--- src/rtl/uart_tx_frame_ctrl.sv ---
// uart_tx_frame_ctrl
//   UART transmit frame controller. One block holds the serializer, the bit
//   timer, the frame FSM and the output select. A parallel word is taken with
//   a valid/busy handshake and sent as: a start bit, DATA_WIDTH data bits
//   (LSB first), an optional parity bit, then one or two stop bits. Each bit
//   is held for CLKS_PER_BIT clocks. All outputs come straight from flops.
// Ports
//   CLK        : system clock, rising edge
//   RST        : synchronous reset, active-high
//   P_DATA     : parallel word to send
//   Data_Valid : send request, sampled only while idle
//   PAR_EN     : 1 = insert a parity bit
//   PAR_TYP    : 0 = even parity, 1 = odd parity
//   STOP2      : 0 = one stop bit, 1 = two stop bits
//   TX_OUT     : serial line, idle high
//   Busy       : high from the accept edge to the end of the last stop bit
//   Frame_Done : one-cycle pulse in the final cycle of the last stop bit
//   Tx_Sel     : frame section (0 start, 1 stop, 2 data, 3 parity, 4 idle)
module uart_tx_frame_ctrl #(
  parameter int DATA_WIDTH   = 8,
  parameter int CLKS_PER_BIT = 1
) (
  input  logic                  CLK,
  input  logic                  RST,
  input  logic [DATA_WIDTH-1:0] P_DATA,
  input  logic                  Data_Valid,
  input  logic                  PAR_EN,
  input  logic                  PAR_TYP,
  input  logic                  STOP2,
  output logic                  TX_OUT,
  output logic                  Busy,
  output logic                  Frame_Done,
  output logic [2:0]            Tx_Sel
);

  localparam int TMR_W = (CLKS_PER_BIT > 1) ? $clog2(CLKS_PER_BIT) : 1;
  localparam int IDX_W = $clog2(DATA_WIDTH);

  localparam logic [TMR_W-1:0] TMR_LAST = TMR_W'(CLKS_PER_BIT - 1);
  // Second-to-last timer count; only meaningful when a bit spans 2+ clocks.
  localparam logic [TMR_W-1:0] TMR_PRE  = TMR_W'((CLKS_PER_BIT >= 2) ? (CLKS_PER_BIT - 2) : 0);
  localparam logic [IDX_W-1:0] IDX_LAST = IDX_W'(DATA_WIDTH - 1);

  localparam logic [2:0] SEL_START  = 3'd0;
  localparam logic [2:0] SEL_STOP   = 3'd1;
  localparam logic [2:0] SEL_DATA   = 3'd2;
  localparam logic [2:0] SEL_PARITY = 3'd3;
  localparam logic [2:0] SEL_IDLE   = 3'd4;

  typedef enum logic [2:0] {
    ST_IDLE   = 3'd0,
    ST_START  = 3'd1,
    ST_DATA   = 3'd2,
    ST_PARITY = 3'd3,
    ST_STOP   = 3'd4
  } state_t;

  state_t                r_state;
  logic [TMR_W-1:0]      r_timer;
  logic [IDX_W-1:0]      r_idx;
  logic [DATA_WIDTH-1:0] r_shift;
  logic                  r_par_en;
  logic                  r_par_bit;
  logic                  r_stop2;
  logic                  r_tx_out;
  logic                  r_busy;
  logic                  r_done;
  logic [2:0]            r_sel;

  logic                  w_bit_end;
  logic [IDX_W-1:0]      w_stop_last;
  logic                  w_done_nx;

  // Parity of a word: even -> XOR of all bits, odd -> its complement.
  function automatic logic parity_bit(input logic [DATA_WIDTH-1:0] data, input logic odd);
    parity_bit = odd ? ~^data : ^data;
  endfunction

  assign w_bit_end   = (r_timer == TMR_LAST);
  assign w_stop_last = r_stop2 ? IDX_W'(1) : IDX_W'(0);

  // Frame_Done is registered, so it is raised on the edge that enters the
  // final stop-bit cycle. With one clock per bit that edge is the one that
  // enters the last stop bit itself; otherwise it is one count before the end.
  always_comb begin
    w_done_nx = 1'b0;
    if (CLKS_PER_BIT == 1) begin
      case (r_state)
        ST_DATA:   w_done_nx = (r_idx == IDX_LAST) && !r_par_en && !r_stop2;
        ST_PARITY: w_done_nx = !r_stop2;
        ST_STOP:   w_done_nx = (r_idx == IDX_W'(0)) && r_stop2;
        default:   w_done_nx = 1'b0;
      endcase
    end else begin
      w_done_nx = (r_state == ST_STOP) && (r_timer == TMR_PRE) && (r_idx == w_stop_last);
    end
  end

  // Frame FSM, bit timer, shift register and registered outputs.
  always_ff @(posedge CLK) begin
    if (RST) begin
      r_state   <= ST_IDLE;
      r_timer   <= TMR_W'(0);
      r_idx     <= IDX_W'(0);
      r_shift   <= DATA_WIDTH'(0);
      r_par_en  <= 1'b0;
      r_par_bit <= 1'b0;
      r_stop2   <= 1'b0;
      r_tx_out  <= 1'b1;
      r_busy    <= 1'b0;
      r_done    <= 1'b0;
      r_sel     <= SEL_IDLE;
    end else begin
      r_done <= w_done_nx;
      case (r_state)
        ST_IDLE: begin
          r_timer <= TMR_W'(0);
          r_idx   <= IDX_W'(0);
          if (Data_Valid) begin
            r_shift   <= P_DATA;
            r_par_en  <= PAR_EN;
            r_par_bit <= parity_bit(P_DATA, PAR_TYP);
            r_stop2   <= STOP2;
            r_state   <= ST_START;
            r_tx_out  <= 1'b0;
            r_busy    <= 1'b1;
            r_sel     <= SEL_START;
          end else begin
            r_tx_out <= 1'b1;
            r_busy   <= 1'b0;
            r_sel    <= SEL_IDLE;
          end
        end
        ST_START: begin
          if (w_bit_end) begin
            r_timer  <= TMR_W'(0);
            r_idx    <= IDX_W'(0);
            r_state  <= ST_DATA;
            r_tx_out <= r_shift[0];
            r_shift  <= {1'b0, r_shift[DATA_WIDTH-1:1]};
            r_sel    <= SEL_DATA;
          end else begin
            r_timer <= r_timer + TMR_W'(1);
          end
        end
        ST_DATA: begin
          if (w_bit_end) begin
            r_timer <= TMR_W'(0);
            if (r_idx == IDX_LAST) begin
              r_idx <= IDX_W'(0);
              if (r_par_en) begin
                r_state  <= ST_PARITY;
                r_tx_out <= r_par_bit;
                r_sel    <= SEL_PARITY;
              end else begin
                r_state  <= ST_STOP;
                r_tx_out <= 1'b1;
                r_sel    <= SEL_STOP;
              end
            end else begin
              // The shift register already holds the next data bit at bit 0.
              r_idx    <= r_idx + IDX_W'(1);
              r_tx_out <= r_shift[0];
              r_shift  <= {1'b0, r_shift[DATA_WIDTH-1:1]};
            end
          end else begin
            r_timer <= r_timer + TMR_W'(1);
          end
        end
        ST_PARITY: begin
          if (w_bit_end) begin
            r_timer  <= TMR_W'(0);
            r_idx    <= IDX_W'(0);
            r_state  <= ST_STOP;
            r_tx_out <= 1'b1;
            r_sel    <= SEL_STOP;
          end else begin
            r_timer <= r_timer + TMR_W'(1);
          end
        end
        ST_STOP: begin
          // r_idx counts stop bits here.
          if (w_bit_end) begin
            r_timer <= TMR_W'(0);
            if (r_idx == w_stop_last) begin
              r_idx    <= IDX_W'(0);
              r_state  <= ST_IDLE;
              r_tx_out <= 1'b1;
              r_busy   <= 1'b0;
              r_sel    <= SEL_IDLE;
            end else begin
              r_idx <= r_idx + IDX_W'(1);
            end
          end else begin
            r_timer <= r_timer + TMR_W'(1);
          end
        end
        default: begin
          r_state  <= ST_IDLE;
          r_timer  <= TMR_W'(0);
          r_idx    <= IDX_W'(0);
          r_tx_out <= 1'b1;
          r_busy   <= 1'b0;
          r_sel    <= SEL_IDLE;
        end
      endcase
    end
  end

  assign TX_OUT     = r_tx_out;
  assign Busy       = r_busy;
  assign Frame_Done = r_done;
  assign Tx_Sel     = r_sel;

endmodule
--- config.mk ---
export PLATFORM = sky130hd
export DESIGN_NAME = uart_tx_frame_ctrl
export DESIGN_NICKNAME = d
export VERILOG_FILES = /design/src/rtl/uart_tx_frame_ctrl.sv
export SDC_FILE = /design/constraint.sdc
export NUM_CORES = 1
export LEC_CHECK = 0
export BUFFER_PORTS_ARGS = -buffer_cell sky130_fd_sc_hd__buf_2
export CORE_MARGIN = 4
export CORE_UTILIZATION = 60
export CTS_CLUSTER_DIAMETER = 200
export DETAILED_ROUTE_END_ITERATION = 6
export HOLD_SLACK_MARGIN = 0.15
export PLACE_DENSITY = 0.83
export RECOVER_POWER = 50
export SLEW_MARGIN = 20
export SYNTH_ARGS = -nofsm -noshare
export SYNTH_HDL_FRONTEND = slang
export SYNTH_SLANG_ARGS = --single-unit
--- constraint.sdc ---
create_clock -name CLK -period 5.3 [get_ports CLK]
set_input_delay 1.59 -clock CLK [delete_from_list [all_inputs] [get_ports CLK]]
set_output_delay 1.59 -clock CLK [all_outputs]
set_load 0.02 [all_outputs]
# After elaboration in Yosys (flattened, before gate mapping)
# Index checks and enable logic that the tools add are counted.
[classes]
mux = 44
bitwise_logic = 3
n_eq_ne = 15
n_addsub = 2
n_reduce_logical = 21
[ops]
columns = ["cell", "count"]
rows = [
  ["3-bit 2-to-1 mux", 19],
  ["8-bit 2-to-1 mux", 4],
  ["3-bit one-hot mux with 5 select lines", 2],
  ["8-bit one-hot mux with 3 select lines", 1],
  ["2-bit inequality test, second input constant", 8],
  ["1-bit 2-to-1 mux", 13],
  ["5-bit AND reduction", 2],
  ["3-bit one-hot mux with 3 select lines", 1],
  ["8-bit XNOR reduction", 1],
  ["8-bit parity", 1],
  ["7-bit AND reduction", 1],
  ["3-bit by 2-bit == test with 1-bit output, second input constant", 2],
  ["3-bit == test, second input constant", 2],
  ["3-bit logical NOT", 2],
  ["1-bit one-hot mux with 3 select lines", 2],
  ["3-bit AND reduction", 2],
  ["6-bit AND reduction", 1],
  ["3-bit OR reduction", 2],
  ["1-bit one-hot mux with 5 select lines", 1],
  ["4-bit OR reduction", 1],
  ["3-bit by 1-bit adder with 3-bit output, second input constant", 1],
  ["3-bit by 1-bit == test with 1-bit output", 1],
  ["3-bit by 1-bit == test with 1-bit output, second input constant", 1],
  ["1-bit logical AND", 3],
  ["other kinds (8)", 11],
]
[word_totals]
out_inout_bits = 6
reg_bits = 24
input_bits = 14

# Depth between registers and ports, before layout
# Gate-level depths: netlist (run 1).
[depth]
ltp_word = 5
mapped_depth = 8
depth_no_buf = 7

# Worst setup path before layout (run 1)
# Ideal clock, no wire load.
[synth_timing]
path_kind = "input -> register"
startpoint = "input P_DATA[5]"
endpoint = "register r_par_bit"
setup_slack_ps = 2760
t_required_ps = 5172
arrival_time_ps = 2413
path_stages = 5
setup_ps = 128
cell_sequence = "xnor2_1 xnor3_1 xnor2_1 mux2i_1 nor2_1"
[synth_between]
elab_chain_len = 2
[synth_rtl]
columns = ["element", "line", "rtl"]
rows = [
  ["start, declared", "25", "input logic [DATA_WIDTH-1:0] P_DATA,"],
  ["8-bit parity / 8-bit XNOR reduction (equally long branches)", "76", "parity_bit = odd ? ~^data : ^data;"],
  ["1-bit 2-to-1 mux (*)", "76", ""],
  ["end signal, assigned", "122", "r_par_bit <= parity_bit(P_DATA, PAR_TYP);"],
  ["end, declared", "63", "logic r_par_bit;"],
]
# Every way passes the cells marked *; elsewhere a longest branch is shown, timed or not.
# A chain may end at the register's enable or synchronous reset.

# Worst setup path in the final report (run 1)
[layout_timing]
startpoint = "input Data_Valid"
endpoint = "register r_shift[7]"
[layout_between]
elab_chain_len = 2
[layout_rtl]
columns = ["element", "line", "rtl"]
rows = [
  ["start, declared", "26", "input logic Data_Valid,"],
  ["2-bit inequality test (no source line)", "-", ""],
  ["5-bit AND reduction (no source line)", "-", ""],
  ["end signal, assigned", "140", "r_shift <= {1'b0, r_shift[DATA_WIDTH-1:1]};"],
  ["end signal, assigned", "164", "r_shift <= {1'b0, r_shift[DATA_WIDTH-1:1]};"],
  ["end, declared", "61", "logic [DATA_WIDTH-1:0] r_shift;"],
]
# Every way passes these cells.

==> impl_results.md, run 1 <==
* CTS root buffer: clkbuf_4
* Fill cell count at 194
* Reg clk slew, reported paths at 0.12 ns
* P_sw at 130 uW
* Int Pwr at 282 uW
* Hold WS at 0.500 ns
* Max frequency at between 400 and 500 MHz
* Area Growth Syn to Fin at 5.02%
* Drt drc at 0
* Slew Limit Fails at 0
* Sequential share of power at 52.6%
* Reg-to-Reg End: r_shift[7]$_SDFFE_PP0P_
* Core area at 2250 um^2
* Starting Density at ~64%
* Setup Buffers After CTS at 0
* Nets at 177
* Number of global-route vias before repair at a little over 1,000
* Post-DP Area at 1500 um^2
* Drt initial violations at 28
* CTS H-tree depth at 1
* End point of the critical path: r_shift[7]$_SDFFE_PP0P_
* Distinct cells, synth at 45
* Commonest cells after routing, fill and taps aside: dfxtp_1 (24), nor2_1 (18), buf_2 (18)
* Post-Syn Nets at 160
* Clock Latency Late Sink at 0.32 ns
* Vias per cell at roughly 5.8
* Crit end category: register
* Routed len/inst at approximately 15 um
* Hold buffers post-CTS at 0
* Mapped Cells at 142
* CTS Buffer Depth at 2
* Worst hold-check path type: reg -> reg
* Worst Setup Start Kind: input port
* CTS tree: built
* Initial antenna violation count at 0
* Period Utilization, post-route at a little under half
* Wirelength, routed at 2700 um
* Global route overflow at 0
* WS Path Type: in -> reg
* Critical Path RT at 5.48 ns
* Combinational power share at 28.3%
* RSZ-0062 raised after global routing: no
* Minimum setup slack among reg-to-reg paths at 3.08 ns
* Port Buf Inserts at 19
* Max VDD drop at 207 uV
* Num CTS Buffers at 3
* Yosys top cell by area: dfxtp_1
* GPL Wtd Cong at ~0.83
* Design area at about 1500 um^2
* Vias at 1,075
* Post-CTS sizing at 0
* Reg-to-Reg Start: r_idx[1]$_SDFFE_PP0P_
* Final clock skew at 0.00753 ns
* Pleak at 0.000620 uW
* Grt met1 use at 24.3%
* Top cell type's share of synthesized area at 33.2%
* Most common cell after layout, fill and taps aside: dfxtp_1
* Antenna viol nets, final at 0
* Max-slew headroom at the worst pin at between 20% and 30%
* Synth Register Bits at 24
* Global Route Usage Sum at 18.1%
* Synth top area cells: dfxtp_1 (33%), mux2i_1 (10%), nor2_1 (4.7%), ha_1 (3.5%), a211oi_1 (3.1%)
* Total clock sinks at 24
* # setup viols final at 0
* Syn. warnings at 0
* Layout cells sized above 1 at between 20% and 30%
* Syn avg cell area at 10.2 um^2
* First-pass GRT wire length at roughly 4700 um
* Critical Path AT at between 2 and 3 ns
* Full die area at 3260 um^2
* Synth Cell Area at about 1400 um^2
* Min Clock Period, post-route at between 2 and 2.5 ns
* Number of diodes at 0
* Max-cap viol count at 0
* Final Power at 412 uW
* Clock share of power at a little under a fifth
* Die height at between 50 and 60 um
* Status: completed
* Row cnt at 17
* Pin count of the biggest net entering global routing at 24
* Worst-Margin Slew at 1.06 ns
* TritonRoute pass-1 iters at 4
* Sequential area share after synthesis at 33.2%
* Util after Layout at 67.4%
* Die W at about 57 um
* Global Route met3 Usage at 2.49%
* Final Hold Viols at 0
* R2r worst-path depth at 7
* Sw Share at 31.6%
* Met2 Track Usage GR at 29.4%
* # IOs at 20
* Crit path max fanout at 15
* Post-DP HPWL at 2030 um
* Setup tns final at 0 ns
* Pwr dens at 271 nW/um^2
* Top Usage Layer GRT: met2
* Crit path from: Data_Valid
## through the flow
stage               setup slack (ns)  instances
finish                          2.81        185
global route                    2.71        185
CTS                             2.82        185
detailed placement              2.47        182
global placement                2.57        182
floorplan                       2.76        142
## routing by layer
metal  vias up  part of all wire (%)
li1        537                     -
met1       502                    48
met2        32                    46
met3         4                   5.0
met4         0                   1.5
met5         -                     0
## area by class of cell
cell class                 count  area (um^2)  area share, %
multi-input combinational    106          868           57.2
sequential                    24          480           31.6
timing repair buffer          19         93.8           6.18
tap                           28         35.0           2.31
clock buffer                   3         22.5           1.48
inverter                       5         18.8           1.24
## worst min-delay path by stage
stage,from,endpoint,slack [ns],cells past startpoint
2_1_floorplan,r_par_bit$_SDFFE_PP0P_,r_par_bit$_SDFFE_PP0P_,0.45,2
3_3_place_gp,Tx_Sel[1]$_SDFFE_PP0P_,Tx_Sel[1]$_SDFFE_PP0P_,0.47,2
3_5_place_dp,Tx_Sel[2]$_SDFFE_PP1P_,Tx_Sel[2]$_SDFFE_PP1P_,0.48,1
4_1_cts,Tx_Sel[2]$_SDFFE_PP1P_,Tx_Sel[2]$_SDFFE_PP1P_,0.51,1
5_1_grt,Tx_Sel[2]$_SDFFE_PP1P_,Tx_Sel[2]$_SDFFE_PP1P_,0.53,1
6_report,Tx_Sel[2]$_SDFFE_PP1P_,Tx_Sel[2]$_SDFFE_PP1P_,0.50,1
## power by group through the flow
| stage | Sequential (uW) | Combinational, uW | Clock [uW] |
|---|---|---|---|
| global route | 219 | 128 | 91.4 |
| CTS | 216 | 118 | 82.6 |
| detailed placement | 220 | 118 | 0 |
| global placement | 220 | 113 | 0 |
| floorplan | 216 | 101 | 0 |
| finish | 216 | 117 | 78.5 |
## sequential cells by signal (all words and copies together), names as in the netlist
signal	count
r_shift	8
Tx_Sel	3
r_idx	3
r_state	3
Busy	1
Frame_Done	1
TX_OUT	1
r_par_bit	1
r_par_en	1
r_stop2	1
r_timer	1
## kinds of logic after synthesis
family / Yosys count / synth area share (%)
buffers and inverters: 12 / 6.40
xor gates and xnor gates: 8 / 5.80
DFF: 24 / 33.2
and+or+nand+nor: 46 / 19.7
muxes: 15 / 10.4
adders and majority gates: 4 / 3.46
other: 1 / 0.259
AOI/OAI and AO/OA: 32 / 20.8
## cell usage after synthesis
cell and count:
o21bai_1 2, nor2_1 18, nand4bb_1 1, a221o_2 1, dfxtp_1 24, a21oi_1 7, a211oi_1 6, or3_4 1
nor3_1 1, inv_1 5, or3_2 1, o311ai_0 1, buf_6 3, or3_1 1, a21oi_4 2, o311a_1 1
o21a_1 1, o22ai_1 1, nor3_2 1, nor3b_2 2, o41ai_4 1, ha_1 4, o2bb2ai_1 1, xor2_1 2
dlygate4sd1_1 1, nand3b_1 2, o311ai_4 1, xnor2_1 5, or2_2 1, a211oi_2 3, nor2b_1 4, conb_1 1
nand2_1 4, nand2b_1 4, mux2i_1 15, nand4b_1 1, o31a_1 1, xnor3_1 1, clkbuf_8 2, a21o_1 1
a22oi_1 1, nand2b_4 3, clkbuf_1 1, o21ai_0 1, nand3_1 1
## worst max-delay path: stages
cell	delay [ns]
buf_2	0.13
nand2b_1	0.06
a21o_1	0.18
a21oi_4	0.39
mux2i_1	0.26
nor2_1	0.05
Note: power is estimated with default switching activity, not from simulation.
==> run 2: changes to the inputs <==
- CORE_ASPECT_RATIO: default -> 0.5
- CORE_UTILIZATION: 60 -> 51
- PLACE_DENSITY: 0.83 -> 0.75
- clock period: 5.3 -> 2 ns (I/O delays scaled with it)
==> run 2 against run 1 <==
  * Core utilization is 6.4 points lower
  * Sequential power grew to 2.6 times the previous value
  * Clock power grew to 4.2 times the previous value
  * Critical endpoint unchanged
  * Sequential share of layout area is 1.8 points lower
  * Final area is 6.3% higher
  * Largest cell class unchanged
==> impl_results.md, run 2 (synthesis gave the netlist of run 1 again) <==
* Status: completed
* Die height at 45.7 um (-20%)
* Critical Path RT at 2.15 ns (-3.33 ns)
* Area occupied by multi-input gates at 876 um^2 (+0.86%)
* Post-DP Area at 1570 um^2 (+4.6%)
* CTS root buffer: clkbuf_8
* Max-slew headroom at the worst pin at 63.9% (+35 points)
* RSZ-0062 raised after global routing: no
* Antenna viol nets, final at 0 (unchanged)
* WS Path Type: reg -> reg
* Core area at 2650 um^2 (+18%)
* Register Area at 482 um^2 (+0.26%)
* Num CTS Buffers at 3 (unchanged)
* Commonest cells after routing, fill and taps aside: dfxtp_1 (23), nor2_1 (18), mux2i_1 (15)
* CTS tree: built
* Routed len/inst at 13.5 um (-7.3%)
* Vias at 1,080 (+0.47%)
* Max-cap viol count at 0 (unchanged)
* Die W at 83.3 um (+46%)
* Post-DP HPWL at 2000 um (-1.5%)
* First-pass GRT wire length at 4590 um (-1.6%)
* Max frequency at 529 MHz
* Final clock skew at 0.00475 ns (-0.00278 ns)
* Total clock sinks at 24 (unchanged)
* Global route overflow at 0 (unchanged)
* Worst Setup Start Kind: register
* Most common cell after layout, fill and taps aside: dfxtp_1
* Worst hold-check path type: reg -> reg
* Worst-Margin Slew at 0.541 ns (-0.523 ns)
* Fill cell count at 240 (+24%)
* # IOs at 20 (unchanged)
* Largest register by flop count: r_shift
* Period Utilization, post-route at 94.5%
* Pleak at 0.000644 uW (+3.9%)
* Crit end category: register
* Reg clk slew, reported paths at 0.08 ns (-0.04 ns)
* Drt initial violations at 30 (+7.1%)
* Number of diodes at 0 (unchanged)
* Setup Buffers After CTS at 0 (unchanged)
* Max VDD drop at 568 uV (+170%)
* Nets at 183 (+3.4%)
* Layout cells sized above 1 at 24.4% (+0.82 points)
* Largest register FFs at 8 (unchanged)
* Full die area at 3800 um^2 (+17%)
* Final Hold Viols at 0 (unchanged)
* Pwr dens at 761 nW/um^2 (+180%)
* Crit path max fanout at 15 (unchanged)
* Design area at 1620 um^2 (+6.3%)
* Global Route Usage Sum at 15.0% (-3.1 points)
* Number of global-route vias before repair at 983 (-4.5%)
* Pin count of the biggest net entering global routing at 24 (unchanged)
* TritonRoute pass-1 iters at 4 (unchanged)
* Wirelength, routed at 2720 um (+0.74%)
* GPL Wtd Cong at 0.904 (+8.7%)
* Min Clock Period, post-route at 1.89 ns
* Port Buf Inserts at 19 (unchanged)
* Initial antenna violation count at 0 (unchanged)
* Drt drc at 0 (unchanged)
* Clock Latency Late Sink at 0.27 ns (-0.05 ns)
* Setup tns final at 0 ns (unchanged)
* Area Growth Syn to Fin at 11.7%
* Vias per cell at 5.37 (-7.5%)
* # setup viols final at 0 (unchanged)
* CTS H-tree depth at 1 (unchanged)
* Slew Limit Fails at 0 (unchanged)
* Critical Path AT at 2.04 ns (-0.63 ns)
* Row cnt at 13 (-4)
* CTS Buffer Depth at 2 (unchanged)
* Starting Density at 54.6% (-9.6 points)
==> run 2: worst paths after layout <==
| check | slack [ns] | from | endpoint | cells after the start |
|---|---|---|---|---|
| max | 0.11 | r_idx[0]$_SDFFE_PP0P_ | r_shift[7]$_SDFFE_PP0P_ | 8 |
| min | 0.49 | r_par_bit$_SDFFE_PP0P_ | r_par_bit$_SDFFE_PP0P_ | 2 |
| max reg2reg | 0.11 | r_idx[0]$_SDFFE_PP0P_ | r_shift[7]$_SDFFE_PP0P_ | 8 |
| min reg2reg | 0.49 | r_par_bit$_SDFFE_PP0P_ | r_par_bit$_SDFFE_PP0P_ | 2 |
==> run 2: metal layers <==
metal	share of wire [%]	up-vias	wire, um	track usage, %
li1	-	551	-	-
met1	50	505	1360	19.7
met2	45	24	1220	26.1
met3	4.9	0	133	3.79
met4	0	0	0	1.95
met5	0	-	0	0
==> run 2: power by group <==
group | internal (uW) | switching (uW) | total [uW]
combinational | 165 | 166 | 331
clock | 176 | 153 | 328
sequential | 525 | 44.2 | 569
total | 866 | 363 | 1230
==> run 2: worst max-delay path, stage by stage, from the launching register on <==
cell and delay [ns]:
dfxtp_2 0.34, ha_2 0.19, ha_1 0.20, nand2b_4 0.15
or3_4 0.35, a21oi_4 0.15, buf_12 0.15, mux2i_1 0.18
nor2_1 0.05
==> run 2: cell type report <==
type	count	share of cell area [%]
multi-input cells	106	54.2
well taps	37	2.87
inverters	5	1.16
flip-flops and latches	24	29.8
clock buffers	4	3.41
repair buffers	25	8.52
==> run 2: metrics by stage <==
step	total power, uW	util (%)	cells	worst slack (ns)	hold WS, ns
floorplan	840	-	142	0.105	0.451
global placement	909	59.3	197	0.108	0.462
detailed placement	915	59.3	197	0.0835	0.472
CTS	1250	61.3	201	0.0530	0.497
global route	1290	60.9	201	0.0182	0.514
finish	1230	60.9	201	0.109	0.491
==> run 2: repair_timing <==
item,CTS,global route
resized for setup,0,2
hold buffers,0,0
setup endpoints to repair,0,4
==> run 3: changes to the inputs <==
--- a/config.mk
+++ b/config.mk
@@ -7,2 +7,3 @@
 export LEC_CHECK = 0
+export ABC_AREA = 1
 export BUFFER_PORTS_ARGS = -buffer_cell sky130_fd_sc_hd__buf_2
@@ -10,3 +11,3 @@
 export CORE_MARGIN = 4
-export CORE_UTILIZATION = 51
+export CORE_UTILIZATION = 50
 export CTS_CLUSTER_DIAMETER = 200
@@ -14,3 +15,3 @@
 export HOLD_SLACK_MARGIN = 0.15
-export PLACE_DENSITY = 0.75
+export PLACE_DENSITY = 0.74
 export RECOVER_POWER = 50
==> constraint.sdc (replaced) <==
create_clock -name CLK -period 2 [get_ports CLK]
set_input_delay 0 -clock CLK [delete_from_list [all_inputs] [get_ports CLK]]
set_output_delay 0 -clock CLK [all_outputs]
set_load 0.02 [all_outputs]
==> run 3 against run 2 <==
  * Flip-flop and latch count unchanged
  * Sequential power up 27%
  * Synthesized area down 5.6%
  * Synthesized cell count up 47%
  * Wire length up 13%
  * Via count up 26%
  * Global-route usage up 3.1 points
  * Count of clock-buffer cells in the layout unchanged
  * Core utilization down 0.59 points
  * Final cell count up 35%
  * Final area down 2.8%
  * Critical path type unchanged
  * Largest power group is now combinational logic
==> impl_results.md, run 3 <==
* Status: completed
* Reg clk slew, reported paths at 0.09 ns (about the same)
* Mapped Cells at 209 (+47%)
* Distinct cells, synth at 22 (-51%)
* Full die area at 3680 um^2 (-3.2%)
* Final std cells w/o fill at 271 (+35%)
* Final Hold Viols at 0 (unchanged)
* Die height at 44.9 um (-1.6%)
* Synth Cell Area at 1370 um^2 (-5.6%)
* Worst Setup Start Kind: register
* Drt drc at 0 (unchanged)
* Number of diodes at 0 (unchanged)
* Period Utilization, post-route at 81.1% (-13 points)
* Vias per cell at 5.03 (-6.3%)
* WS Path Type: reg -> reg
* Number of global-route vias before repair at 1,192 (+21%)
* Routed len/inst at 11.4 um (-16%)
* CTS root buffer: clkbuf_8
* Vias at 1,364 (+26%)
* Post-CTS sizing at 0 (unchanged)
* Most common cell after layout, fill and taps aside: nand2_1
* Top cell type's share of synthesized area at 35.2% (+2.0 points)
* CTS H-tree depth at 1 (unchanged)
* Slew Limit Fails at 0 (unchanged)
* Crit end category: register
* Setup tns final at 0 ns (unchanged)
* Core area at 2600 um^2 (-1.8%)
* Layout cells sized above 1 at 12.4% (-12 points)
* Post-DP HPWL at 2270 um (+13%)
* Final clock skew at 0.00141 ns (-0.00333 ns)
* CP cell instances: inv_2 > nand3_2 > nand2_2 > nand2_1 > inv_1 > nor2_1 > nand2_1 > a21oi_1
* Fill cell count at 247 (+2.9%)
* Final Power at 1930 uW (+57%)
* Drt initial violations at 123 (+310%)
* Clock share of power at 17.4% (-9.3 points)
* RSZ-0062 raised after global routing: no
* Starting Density at 52.5% (-2.1 points)
* Critical Path RT at 2.21 ns (+0.06 ns)
* Antenna viol nets, final at 0 (unchanged)
* Crit path max fanout at 8 (-7)
* Min Clock Period, post-route at 1.62 ns (-0.268 ns)
* Global route overflow at 0 (unchanged)
* Largest register by flop count: r_shift
* Combinational power share at 45.1% (+18 points)
* # IOs at 20 (unchanged)
* Area Growth Syn to Fin at 15.0%
* Max VDD drop at 479 uV (-16%)
* Synth top area cells: dfxtp_1 (35%), nand2_1 (15%), o21ai_0 (9.9%), inv_1 (6.6%), nor2_1 (6.3%)
* Die W at 81.9 um (-1.7%)
* Pin count of the biggest net entering global routing at 16 (-33%)
* Wirelength, routed at 3080 um (+13%)
* TritonRoute pass-1 iters at 4 (unchanged)
* P_sw at 859 uW (+140%)
* GPL Wtd Cong at 0.904 (about the same)
* Commonest cells after routing, fill and taps aside: nand2_1 (55), o21ai_0 (27), inv_1 (25)
* Ys async rst share at 0% (unchanged)
* Max-cap viol count at 0 (unchanged)
* Placed Cells at 262 (+33%)
* Int Pwr at 1070 uW (+24%)
* CTS tree: built
* # setup viols final at 0 (unchanged)
* Critical-path top delay cell: dfxtp_1
* Pleak at 0.000788 uW (+22%)
* Sw Share at 44.4% (+15 points)
* Initial antenna violation count at 0 (unchanged)
* Synth Register Bits at 24 (unchanged)
* Syn. warnings at 0 (unchanged)
* Number of flops mapped to enable cells by yosys at 0 (unchanged)
* CP bufs+invs at 2 (+1)
* Sequential area share after synthesis at 35.2% (+2.0 points)
* Largest register FFs at 8 (unchanged)
* Worst hold-check path type: in -> reg
* Worst path most repeated cell: nand2_1
* Global Route Usage Sum at 18.1% (+3.1 points)
* Most common cell in the synthesized netlist: nand2_1
* Pwr dens at 1230 nW/um^2 (+62%)
* Critical Path AT at 1.83 ns (-0.21 ns)
* Yosys top cell by area: dfxtp_1
* Post-synth top cells: nand2_1 (54), o21ai_0 (27), dfxtp_1 (24), inv_1 (24), nor2_1 (23)
* Port Buf Inserts at 19 (unchanged)
* Post-Syn Nets at 227 (+42%)
* Max frequency at 616 MHz (+17%)
* Num CTS Buffers at 3 (unchanged)
* Nets at 253 (+38%)
* Sequential share of power at 37.5% (-8.8 points)
* Slowest stage delay, CP at 0.52 ns (+0.17 ns)
* First-pass GRT wire length at 5130 um (+12%)
* Clock Latency Late Sink at 0.27 ns (about the same)
* CTS Buffer Depth at 2 (unchanged)
* Primary FF master, synth: dfxtp_1
* Delay-heaviest family, CP: simple AND/OR/NAND/NOR gates
* Total clock sinks at 24 (unchanged)
* Util after Layout at 60.3% (-0.59 points)
* Row cnt at 13 (unchanged)
* Syn avg cell area at 6.53 um^2 (-36%)
[run 3: cell count changes in the layout (fill, tap and decap cells not counted), sizes merged, moves of 4 or more]
cell and change:
buf -4, dlygate4sd3 +5, mux2i -15, nand2 +55, nand3 +14, nand2b -7
a211oi -9, inv +25, xnor2 -5, nor2 +7, o21ai +26, nor2b -4
a21oi +5
[run 3: through the flow]
step                hold slack, ns  setup slack [ns]  area (um^2)
global route                 0.218             0.182         1570
global placement             0.275             0.492         1490
finish                       0.164             0.378         1570
CTS                          0.164             0.469         1590
floorplan                    0.191             0.733         1370
detailed placement           0.289             0.494         1490
[run 3: cell families (layout without fill, tap and decap cells)]
logic type	Yosys count	count (layout)	synth area share [%]
xor+xnor	1	1	0.642
compound gates	44	44	16.6
flops	24	24	35.2
fa+ha+maj	4	4	3.67
other cells	1	1	0.275
simple gates	102	102	34.0
buf+inv	33	58	9.62
[run 3: area by class of cell]
type / count / area (um^2) / share of cell area [%]
Clock buffer: 4 / 55.1 / 3.51
Multi-Input combinational cell: 152 / 738 / 47.0
Tap cell: 37 / 46.3 / 2.95
Sequential cell: 24 / 480 / 30.6
Timing Repair Buffer: 24 / 138 / 8.76
Inverter: 30 / 113 / 7.17
[run 3: worst paths after layout]
kind,slack [ns],from,cells after the start,end
setup / recovery,0.38,r_state[0]$_SDFFE_PP0P_,8,r_state[1]$_SDFFE_PP0P_
hold / removal,0.16,P_DATA[6],5,r_shift[6]$_SDFFE_PP0P_
setup reg to reg,0.38,r_state[0]$_SDFFE_PP0P_,8,r_state[1]$_SDFFE_PP0P_
hold reg to reg,0.47,Busy$_SDFFE_PP0P_,2,Busy$_SDFFE_PP0P_
[run 3: what timing repair did]
| item | 4_1_cts | 5_1_grt |
|---|---|---|
| setup buffers | 0 | 0 |
| hold endpoints to repair | 12 | 0 |
| hold buffers | 5 | 0 |
[run 3: power by group through the flow]
stage	Sequential [uW]	Clock [uW]	Combinational, uW
CTS	721	339	905
detailed placement	729	0	886
finish	725	337	872
floorplan	752	0	676
global route	741	356	994
global placement	728	0	881
[run 3: worst register-to-register path: stages, from the launching register on]
cell     delay (ns)
dfxtp_1        0.52
inv_2          0.10
nand3_2        0.12
nand2_2        0.06
nand2_1        0.19
inv_1          0.11
nor2_1         0.22
nand2_1        0.10
a21oi_1        0.14
[run 3: layer usage]
metal / part of all wire (%) / vias to the layer above / global-route usage, %
li1: - / 723 / -
met1: 48 / 589 / 23.6
met2: 45 / 46 / 30.7
met3: 6.1 / 6 / 4.58
met4: 0.81 / 0 / 3.97
met5: 0 / - / 0
